[src/rtl/alu_trojan_pkg.sv]
// Shared types and the width-generic ALU datapath function for alu_trojan_param.
package alu_trojan_pkg;

   localparam int unsigned MAX_W = 64;
   localparam int unsigned CNT_W = 4;

   typedef enum logic [2:0] {
      OP_ADD = 3'b000,
      OP_SUB = 3'b001,
      OP_AND = 3'b010,
      OP_OR  = 3'b011,
      OP_XOR = 3'b100,
      OP_SHL = 3'b101,
      OP_SHR = 3'b110,
      OP_SLT = 3'b111
   } alu_op_e;

   typedef enum logic [1:0] {
      IDLE   = 2'd0,
      ARMING = 2'd1,
      ACTIVE = 2'd2
   } trig_state_e;

   // Operands arrive zero-extended to MAX_W; w is the live width. Returns {carry, overflow, result_raw}.
   function automatic logic [MAX_W+1:0] alu_compute(input logic [MAX_W-1:0] a,
                                                    input logic [MAX_W-1:0] b,
                                                    input alu_op_e          op,
                                                    input int unsigned      w);
      logic [MAX_W-1:0] mask;
      logic [MAX_W-1:0] res;
      logic [MAX_W-1:0] sa;
      logic [MAX_W-1:0] sb;
      logic [MAX_W:0]   sum;
      logic [5:0]       msb;
      int unsigned      sh;
      logic             c;
      logic             v;
      mask = (MAX_W'(1) << w) - MAX_W'(1);
      msb  = 6'(w - 1);
      sh   = 32'(b[5:0]) & (w - 1);
      sa   = a[msb] ? (a | ~mask) : a;
      sb   = b[msb] ? (b | ~mask) : b;
      sum  = '0;
      res  = '0;
      c    = 1'b0;
      v    = 1'b0;
      case (op)
         OP_ADD: begin
            sum = {1'b0, a} + {1'b0, b};
            res = sum[MAX_W-1:0] & mask;
            c   = sum[7'(w)];
            v   = (a[msb] == b[msb]) && (res[msb] != a[msb]);
         end
         OP_SUB: begin
            res = (a - b) & mask;
            c   = (a < b);
            v   = (a[msb] != b[msb]) && (res[msb] != a[msb]);
         end
         OP_AND: res = a & b;
         OP_OR:  res = a | b;
         OP_XOR: res = a ^ b;
         OP_SHL: begin
            res = (a << sh) & mask;
            c   = (sh != 0) ? a[6'(w - sh)] : 1'b0;
         end
         OP_SHR: begin
            res = a >> sh;
            c   = (sh != 0) ? a[6'(sh - 1)] : 1'b0;
         end
         OP_SLT: res = MAX_W'($signed(sa) < $signed(sb));
         default: res = '0;
      endcase
      return {c, v, res};
   endfunction

endpackage

[src/rtl/alu_trojan_param_if.sv]
// Transaction and result bus between the stimulus side and the ALU.
interface alu_trojan_param_if #(
   parameter int unsigned WIDTH = 8
) ();
   logic             in_valid;
   logic [WIDTH-1:0] A;
   logic [WIDTH-1:0] B;
   logic [2:0]       op;
   logic             out_valid;
   logic [WIDTH-1:0] result;
   logic             carry;
   logic             zero;
   logic             negative;
   logic             overflow;
   logic             trojan_active;

   modport master (
      output in_valid, A, B, op,
      input  out_valid, result, carry, zero, negative, overflow, trojan_active
   );

   modport slave (
      input  in_valid, A, B, op,
      output out_valid, result, carry, zero, negative, overflow, trojan_active
   );
endinterface

[src/rtl/trojan_trigger_fsm.sv]
// Trigger FSM: counts consecutive matching transactions; idle cycles hold state and count.
module trojan_trigger_fsm
   import alu_trojan_pkg::*;
#(
   parameter int unsigned      WIDTH      = 8,
   parameter logic [WIDTH-1:0] TRIG_A     = '1,
   parameter logic [WIDTH-1:0] TRIG_B     = '1,
   parameter logic [2:0]       TRIG_OP    = 3'b000,
   parameter int unsigned      TRIG_COUNT = 3
) (
   input  logic             clk,
   input  logic             rst,
   input  logic             i_valid,
   input  logic [WIDTH-1:0] i_a,
   input  logic [WIDTH-1:0] i_b,
   input  logic [2:0]       i_op,
   output logic             o_active,
   output logic             o_match_c
);

   localparam logic [CNT_W-1:0] CNT_MAX = CNT_W'(TRIG_COUNT);

   trig_state_e      r_state;
   logic [CNT_W-1:0] r_cnt;
   logic             r_active;

   assign o_match_c = i_valid && (i_a == TRIG_A) && (i_b == TRIG_B) && (i_op == TRIG_OP);
   assign o_active  = r_active;

   always_ff @(posedge clk or posedge rst) begin
      if (rst) begin
         r_state  <= IDLE;
         r_cnt    <= '0;
         r_active <= 1'b0;
      end else if (i_valid) begin
         if (!o_match_c) begin
            r_state  <= IDLE;
            r_cnt    <= '0;
            r_active <= 1'b0;
         end else begin
            case (r_state)
               IDLE: begin
                  r_cnt <= CNT_W'(1);
                  if (CNT_MAX == CNT_W'(1)) begin
                     r_state  <= ACTIVE;
                     r_active <= 1'b1;
                  end else begin
                     r_state <= ARMING;
                  end
               end
               ARMING: begin
                  r_cnt <= r_cnt + CNT_W'(1);
                  if (r_cnt + CNT_W'(1) == CNT_MAX) begin
                     r_state  <= ACTIVE;
                     r_active <= 1'b1;
                  end
               end
               ACTIVE: begin
                  r_cnt    <= CNT_MAX;
                  r_active <= 1'b1;
               end
               default: begin
                  r_state  <= IDLE;
                  r_cnt    <= '0;
                  r_active <= 1'b0;
               end
            endcase
         end
      end
   end

endmodule

[src/rtl/alu_trojan_param.sv]
// Single-cycle pipelined ALU with optional trigger FSM and XOR payload on the registered result.
module alu_trojan_param
   import alu_trojan_pkg::*;
#(
   parameter int unsigned      WIDTH        = 8,
   parameter bit               TROJAN_EN    = 1'b1,
   parameter logic [WIDTH-1:0] TRIG_A       = '1,
   parameter logic [WIDTH-1:0] TRIG_B       = '1,
   parameter logic [2:0]       TRIG_OP      = 3'b000,
   parameter int unsigned      TRIG_COUNT   = 3,
   parameter logic [WIDTH-1:0] PAYLOAD_MASK = WIDTH'(1)
) (
   input  logic              clk,
   input  logic              rst,
   alu_trojan_param_if.slave bus
);

   logic [MAX_W+1:0] w_alu;
   logic [WIDTH-1:0] w_raw;
   logic [WIDTH-1:0] w_res;
   logic             w_active;
   logic             w_match;
   logic             w_corrupt;
   logic             w_unused_hi;

   logic             r_out_valid;
   logic [WIDTH-1:0] r_result;
   logic             r_carry;
   logic             r_zero;
   logic             r_negative;
   logic             r_overflow;

   assign w_alu = alu_compute(MAX_W'(bus.A), MAX_W'(bus.B), alu_op_e'(bus.op), WIDTH);
   assign w_raw = w_alu[WIDTH-1:0];

   if (WIDTH < MAX_W) begin : g_hi
      assign w_unused_hi = ^w_alu[MAX_W-1:WIDTH];
   end else begin : g_nohi
      assign w_unused_hi = 1'b0;
   end

   if (TROJAN_EN) begin : g_trojan
      trojan_trigger_fsm #(
         .WIDTH      (WIDTH),
         .TRIG_A     (TRIG_A),
         .TRIG_B     (TRIG_B),
         .TRIG_OP    (TRIG_OP),
         .TRIG_COUNT (TRIG_COUNT)
      ) u_trig (
         .clk       (clk),
         .rst       (rst),
         .i_valid   (bus.in_valid),
         .i_a       (bus.A),
         .i_b       (bus.B),
         .i_op      (bus.op),
         .o_active  (w_active),
         .o_match_c (w_match)
      );
   end else begin : g_clean
      assign w_active = 1'b0;
      assign w_match  = 1'b0;
   end

   // Payload uses the FSM state as it stood when this transaction is accepted.
   assign w_corrupt = w_active && w_match;
   assign w_res     = w_corrupt ? (w_raw ^ PAYLOAD_MASK) : w_raw;

   always_ff @(posedge clk or posedge rst) begin
      if (rst) begin
         r_out_valid <= 1'b0;
         r_result    <= '0;
         r_carry     <= 1'b0;
         r_zero      <= 1'b0;
         r_negative  <= 1'b0;
         r_overflow  <= 1'b0;
      end else begin
         r_out_valid <= bus.in_valid;
         if (bus.in_valid) begin
            r_result   <= w_res;
            r_carry    <= w_alu[MAX_W+1];
            r_overflow <= w_alu[MAX_W];
            r_zero     <= (w_res == '0);
            r_negative <= w_res[WIDTH-1];
         end
      end
   end

   assign bus.out_valid     = r_out_valid;
   assign bus.result        = r_result;
   assign bus.carry         = r_carry;
   assign bus.zero          = r_zero;
   assign bus.negative      = r_negative;
   assign bus.overflow      = r_overflow;
   assign bus.trojan_active = w_active;

endmodule

[src/flat_wrapper.sv]
// flat-port wrapper written by rule: the top's interface ports become plain ports
module alu_trojan_param_flat import alu_trojan_pkg::*;
#(
   parameter int unsigned      WIDTH        = 8,
   parameter bit               TROJAN_EN    = 1'b1,
   parameter logic [WIDTH-1:0] TRIG_A       = '1,
   parameter logic [WIDTH-1:0] TRIG_B       = '1,
   parameter logic [2:0]       TRIG_OP      = 3'b000,
   parameter int unsigned      TRIG_COUNT   = 3,
   parameter logic [WIDTH-1:0] PAYLOAD_MASK = WIDTH'(1)
)
  (clk, rst, bus_in_valid, bus_A, bus_B, bus_op, bus_out_valid, bus_result, bus_carry, bus_zero, bus_negative, bus_overflow, bus_trojan_active);
  alu_trojan_param_if #(.WIDTH(WIDTH)) bus_i ();
  input  logic clk;
  input  logic rst;
  input wire logic [$bits(bus_i.in_valid)-1:0] bus_in_valid;
  input wire logic [$bits(bus_i.A)-1:0] bus_A;
  input wire logic [$bits(bus_i.B)-1:0] bus_B;
  input wire logic [$bits(bus_i.op)-1:0] bus_op;
  output wire logic [$bits(bus_i.out_valid)-1:0] bus_out_valid;
  output wire logic [$bits(bus_i.result)-1:0] bus_result;
  output wire logic [$bits(bus_i.carry)-1:0] bus_carry;
  output wire logic [$bits(bus_i.zero)-1:0] bus_zero;
  output wire logic [$bits(bus_i.negative)-1:0] bus_negative;
  output wire logic [$bits(bus_i.overflow)-1:0] bus_overflow;
  output wire logic [$bits(bus_i.trojan_active)-1:0] bus_trojan_active;
  assign bus_i.in_valid = bus_in_valid;
  assign bus_i.A = bus_A;
  assign bus_i.B = bus_B;
  assign bus_i.op = bus_op;
  assign bus_out_valid = bus_i.out_valid;
  assign bus_result = bus_i.result;
  assign bus_carry = bus_i.carry;
  assign bus_zero = bus_i.zero;
  assign bus_negative = bus_i.negative;
  assign bus_overflow = bus_i.overflow;
  assign bus_trojan_active = bus_i.trojan_active;
  alu_trojan_param #(.WIDTH(WIDTH), .TROJAN_EN(TROJAN_EN), .TRIG_A(TRIG_A), .TRIG_B(TRIG_B), .TRIG_OP(TRIG_OP), .TRIG_COUNT(TRIG_COUNT), .PAYLOAD_MASK(PAYLOAD_MASK)) u_core (.clk(clk), .rst(rst), .bus(bus_i));
endmodule
[config.mk]
export PLATFORM = sky130hd
export DESIGN_NAME = alu_trojan_param_flat
export DESIGN_NICKNAME = d
export VERILOG_FILES = /design/src/rtl/alu_trojan_pkg.sv /design/src/rtl/alu_trojan_param_if.sv /design/src/rtl/trojan_trigger_fsm.sv /design/src/rtl/alu_trojan_param.sv /design/src/flat_wrapper.sv
export SDC_FILE = /design/constraint.sdc
export NUM_CORES = 1
export LEC_CHECK = 0
export CAP_MARGIN = 10
export CORE_ASPECT_RATIO = 1.5
export CORE_MARGIN = 2
export CORE_UTILIZATION = 34
export DETAILED_ROUTE_END_ITERATION = 6
export GPL_TIMING_DRIVEN = 0
export PLACE_DENSITY = 0.54
export SLEW_MARGIN = 20
export SYNTH_ARGS = -nofsm -noshare
export SYNTH_HDL_FRONTEND = slang
export SYNTH_SLANG_ARGS = --single-unit
[constraint.sdc]
create_clock -name clk -period 2.77 [get_ports clk]
set_input_delay 0.554 -clock clk [delete_from_list [all_inputs] [get_ports clk]]
set_output_delay 0.554 -clock clk [all_outputs]
set_load 0.05 [all_outputs]
==> run metrics, run 1 <==
Die Y 120 um; Final Util 0.457; area grow syn2layout 31.4%; routed length per instance approximately 19 um; placed inst area 3550 um^2; htree depth 1; Fill cells ~870; GRT Overall Usage 0.207; antenna violation net count after detailed routing 0; design area 4040 um^2; CORE AREA between 8000 and 9000 um^2; Reg clk slew, reported paths approximately 50 ps; Mapped Cells approximately 370; Top Layer Used met4; hold_buf cts 0; die width roughly 82 um; multi-input logic area 2520 um^2; DRT Pass-1 Iters 5; r2r endpoint u_core.g_trojan.u_trig.r_state[1]$_DFFE_PP0P_; met2 WL post-DR approximately 5.3 mm; ant diodes 0; layout cells sized above 1 0.267; Min-Delay Endpoint u_core.bus.result[4]$_DFFE_PP0P_; clock buffer depth 2; Max Freq roughly 380 MHz; power density over the cells roughly 330 nW/um^2; post-synthesis cell type count 64; CP Buf/Inv Count 3; share of synthesized flip-flops with an asynchronous set or reset 1.00; critical path launch point type primary input; first-pass GRT wire length roughly 16 mm; storage element area roughly 480 um^2; Inserted Clock Buffers 3; period utilisation layout 0.959; initial antenna violation count 0; TritonCTS clock tree built; Most Frequent Cell on Critical Path o41ai_2; Remaining DRCs 0; DR vias ~3000; CP required just under 3000 ps; max cap viols 0; final setup fails 0; Port Buffers 34; worst slew pin tran 729 ps; reg2reg path depth 7; Rel. slew slack 0.514; Main synth FF type dfrtp_1; placed cells between 500 and 600; reg2reg setup slack roughly 910 ps; Net count, final 485; gp weighted congestion approximately 0.92; Worst setup EP type flip-flop; DR vias/cell 5.76; wl on met1 roughly 4 mm; Post-Syn Area a little over 3000 um^2; # IOs 36; FP Rows 42; EDFF count, synth 0; total clock sinks 19; Max VDD drop 0.336 mV; latest clock arrival within the worst-skew pair 250 ps; fin crit period 2660 ps; CP max FO 8; R2R Path Start u_core.g_trojan.u_trig.r_cnt[1]$_DFFE_PP0P_; Lkg Pwr around 1.7 nW; Post-Syn Area per Cell ~8.2 um^2; Clock Tree Root clkbuf_16; sequential share of the synthesized area 0.155; DP HPWL 7.88 mm; Initial Util 0.348; gr ovfl total 0; status finished, final reports clean; Hold Crit Class reg -> reg; CP max-delay cell a221o_1; largest net degree at the start of global routing 20; synthesized flop and latch total 19; worst path cell trace buf_2, clkbuf_8, clkinvlp_4, ha_4, nand2b_1, a221o_1, a21oi_2, o41ai_2, nor2_2, xnor2_1, o41ai_2; Detailed Route Iter0 Violations 153; Worst EP arrival roughly 2800 ps; Clock Skew 0.981 ps; max incr delay on CP 410 ps; Synth Net Count around 430; kind of critical path in -> reg; Hold Crit Start u_core.bus.result[4]$_DFFE_PP0P_; final setup TNS 0 ps; count of pins over their slew limit 0; Ys Warns 0; non-filler cells, final 534; routed length on met3 around 340 um; final total power roughly 1.3 mW; vias in the first global route 3046; Largest delay share family, worst path compound AO/OA/AOI/OAI gates; Die ar. just under 10000 um^2; WHS Path Cells 2; RSZ-0062 raised after global routing true; total length of routed wires 10.1 mm; Final Hold Vio Count 0
state kept, by name, indices dropped and copies added, names as in the netlist:
signal / count
u_core.bus.result: 7
u_core.g_trojan.u_trig.r_cnt: 4
u_core.g_trojan.u_trig.r_state: 2
u_core.bus.carry: 1
u_core.bus.negative: 1
u_core.bus.out_valid: 1
u_core.bus.overflow: 1
u_core.bus.zero: 1
u_core.g_trojan.u_trig.o_active: 1
cell families (layout without fill, tap and decap cells):
kind of cell	Yosys count	in the layout	share of synthesized area
buffers and inverters	66	116	0.0925
and+or+nand+nor	121	121	0.207
AOI/OAI and AO/OA	101	101	0.238
xor gates and xnor gates	3	3	0.00856
DFF	19	19	0.155
muxes	26	26	0.140
adders and majority gates	38	38	0.160
synth_stat cells (all sizes together) (6+ instances only):
cell type / instances / share of area
nor2b: 8 / 0.016
a221oi: 6 / 0.025
nand2: 25 / 0.031
nand2b: 10 / 0.020
a21oi: 19 / 0.031
inv: 38 / 0.046
nand3: 7 / 0.011
o211ai: 6 / 0.015
o22ai: 6 / 0.012
nor3: 12 / 0.021
nor2: 28 / 0.034
ha: 36 / 0.15
clkbuf: 16 / 0.020
mux4: 13 / 0.095
mux2i: 8 / 0.026
dfrtp: 19 / 0.15
o21ai: 17 / 0.029
buf: 12 / 0.026
cell type report:
cell class | count | share of cell area
Timing Repair Buffer | 48 | 0.104
Tap cell | 110 | 0.0341
Inverter | 38 | 0.0372
Clock buffer | 4 | 0.0195
Multi-Input combinational cell | 289 | 0.626
Sequential cell | 19 | 0.118
Buffer | 26 | 0.0620
metrics by stage:
stage / worst slack, ps / hold WS [ps]
6_report: 114 / 489
2_1_floorplan: 41.1 / 484
4_1_cts: 4.65 / 491
3_3_place_gp: -1310 / 465
3_5_place_dp: -1300 / 478
5_1_grt: -4.44 / 531
layer usage:
metal  vias up  GRT usage
met5         -          0
met2        95      0.368
met3        30     0.0127
met4         0      0.109
met1      1489      0.242
li1       1463          -
cell usage in the layout (no fill, tap or decap), types with 4 or more instances in the layout:
cell type        count
inv_1               34
ha_1                29
nor2_1              27
nand2_1             24
dfrtp_1             19
buf_4               17
clkdlybuf4s50_1     17
a21oi_1             15
o21ai_0             13
mux4_2              13
nand2b_1            10
nor3_1               8
mux2i_1              8
clkbuf_2             7
nor2b_1              7
nand3_1              7
clkbuf_8             6
buf_2                6
o211ai_1             6
nand3b_1             5
nand4_1              5
a221oi_2             5
a31oi_1              5
mux2_2               5
ha_4                 5
dlymetal6s2s_1       5
clkbuf_4             4
a21oi_2              4
o22ai_1              4
and3_1               4
power breakdown:
part           switching (mW)  internal (mW)
registers              0.0132          0.304
clock network           0.102          0.196
logic                   0.425          0.308
total                   0.539          0.808
worst max-delay path by stage:
stage | cells after the start | startpoint | end | slack, ps
floorplan | 11 | bus_B[2] | u_core.bus.zero$_DFFE_PP0P_ | 40
global placement | 11 | bus_B[2] | u_core.bus.negative$_DFFE_PP0P_ | -1310
detailed placement | 11 | bus_B[2] | u_core.bus.negative$_DFFE_PP0P_ | -1300
CTS | 12 | bus_A[3] | u_core.bus.zero$_DFFE_PP0P_ | 5
global route | 12 | bus_A[0] | u_core.bus.zero$_DFFE_PP0P_ | -4
finish | 11 | bus_B[2] | u_core.bus.zero$_DFFE_PP0P_ | 110
worst reg2reg max path: stages (launching register included):
cell and delay (ps):
dfrtp_1 430, ha_1 260, nor3_1 70, a41o_1 200, a21boi_0 340, nor2_1 70
o21ai_0 250, a22o_1 180
repair_timing:
item,4_1_cts,5_1_grt
buffers inserted,10,4
pin swaps,10,14
resized for setup,83,48
setup endpoints to repair,16,13
(Power assumes the default switching activity.)
==> run 2, diff against run 1 <==
--- a/constraint.sdc
+++ b/constraint.sdc
@@ -3,2 +3,2 @@
 set_output_delay 0.554 -clock clk [all_outputs]
-set_load 0.05 [all_outputs]
+set_load 0.1 [all_outputs]
==> results of run 2 <==
Same layout as run 1 (identical final DEF). Status: finished, final reports clean.
Among the figures that moved: total power 1.35 mW -> 1.46 mW; worst IR drop on VDD 0.336 mV -> 0.423 mV
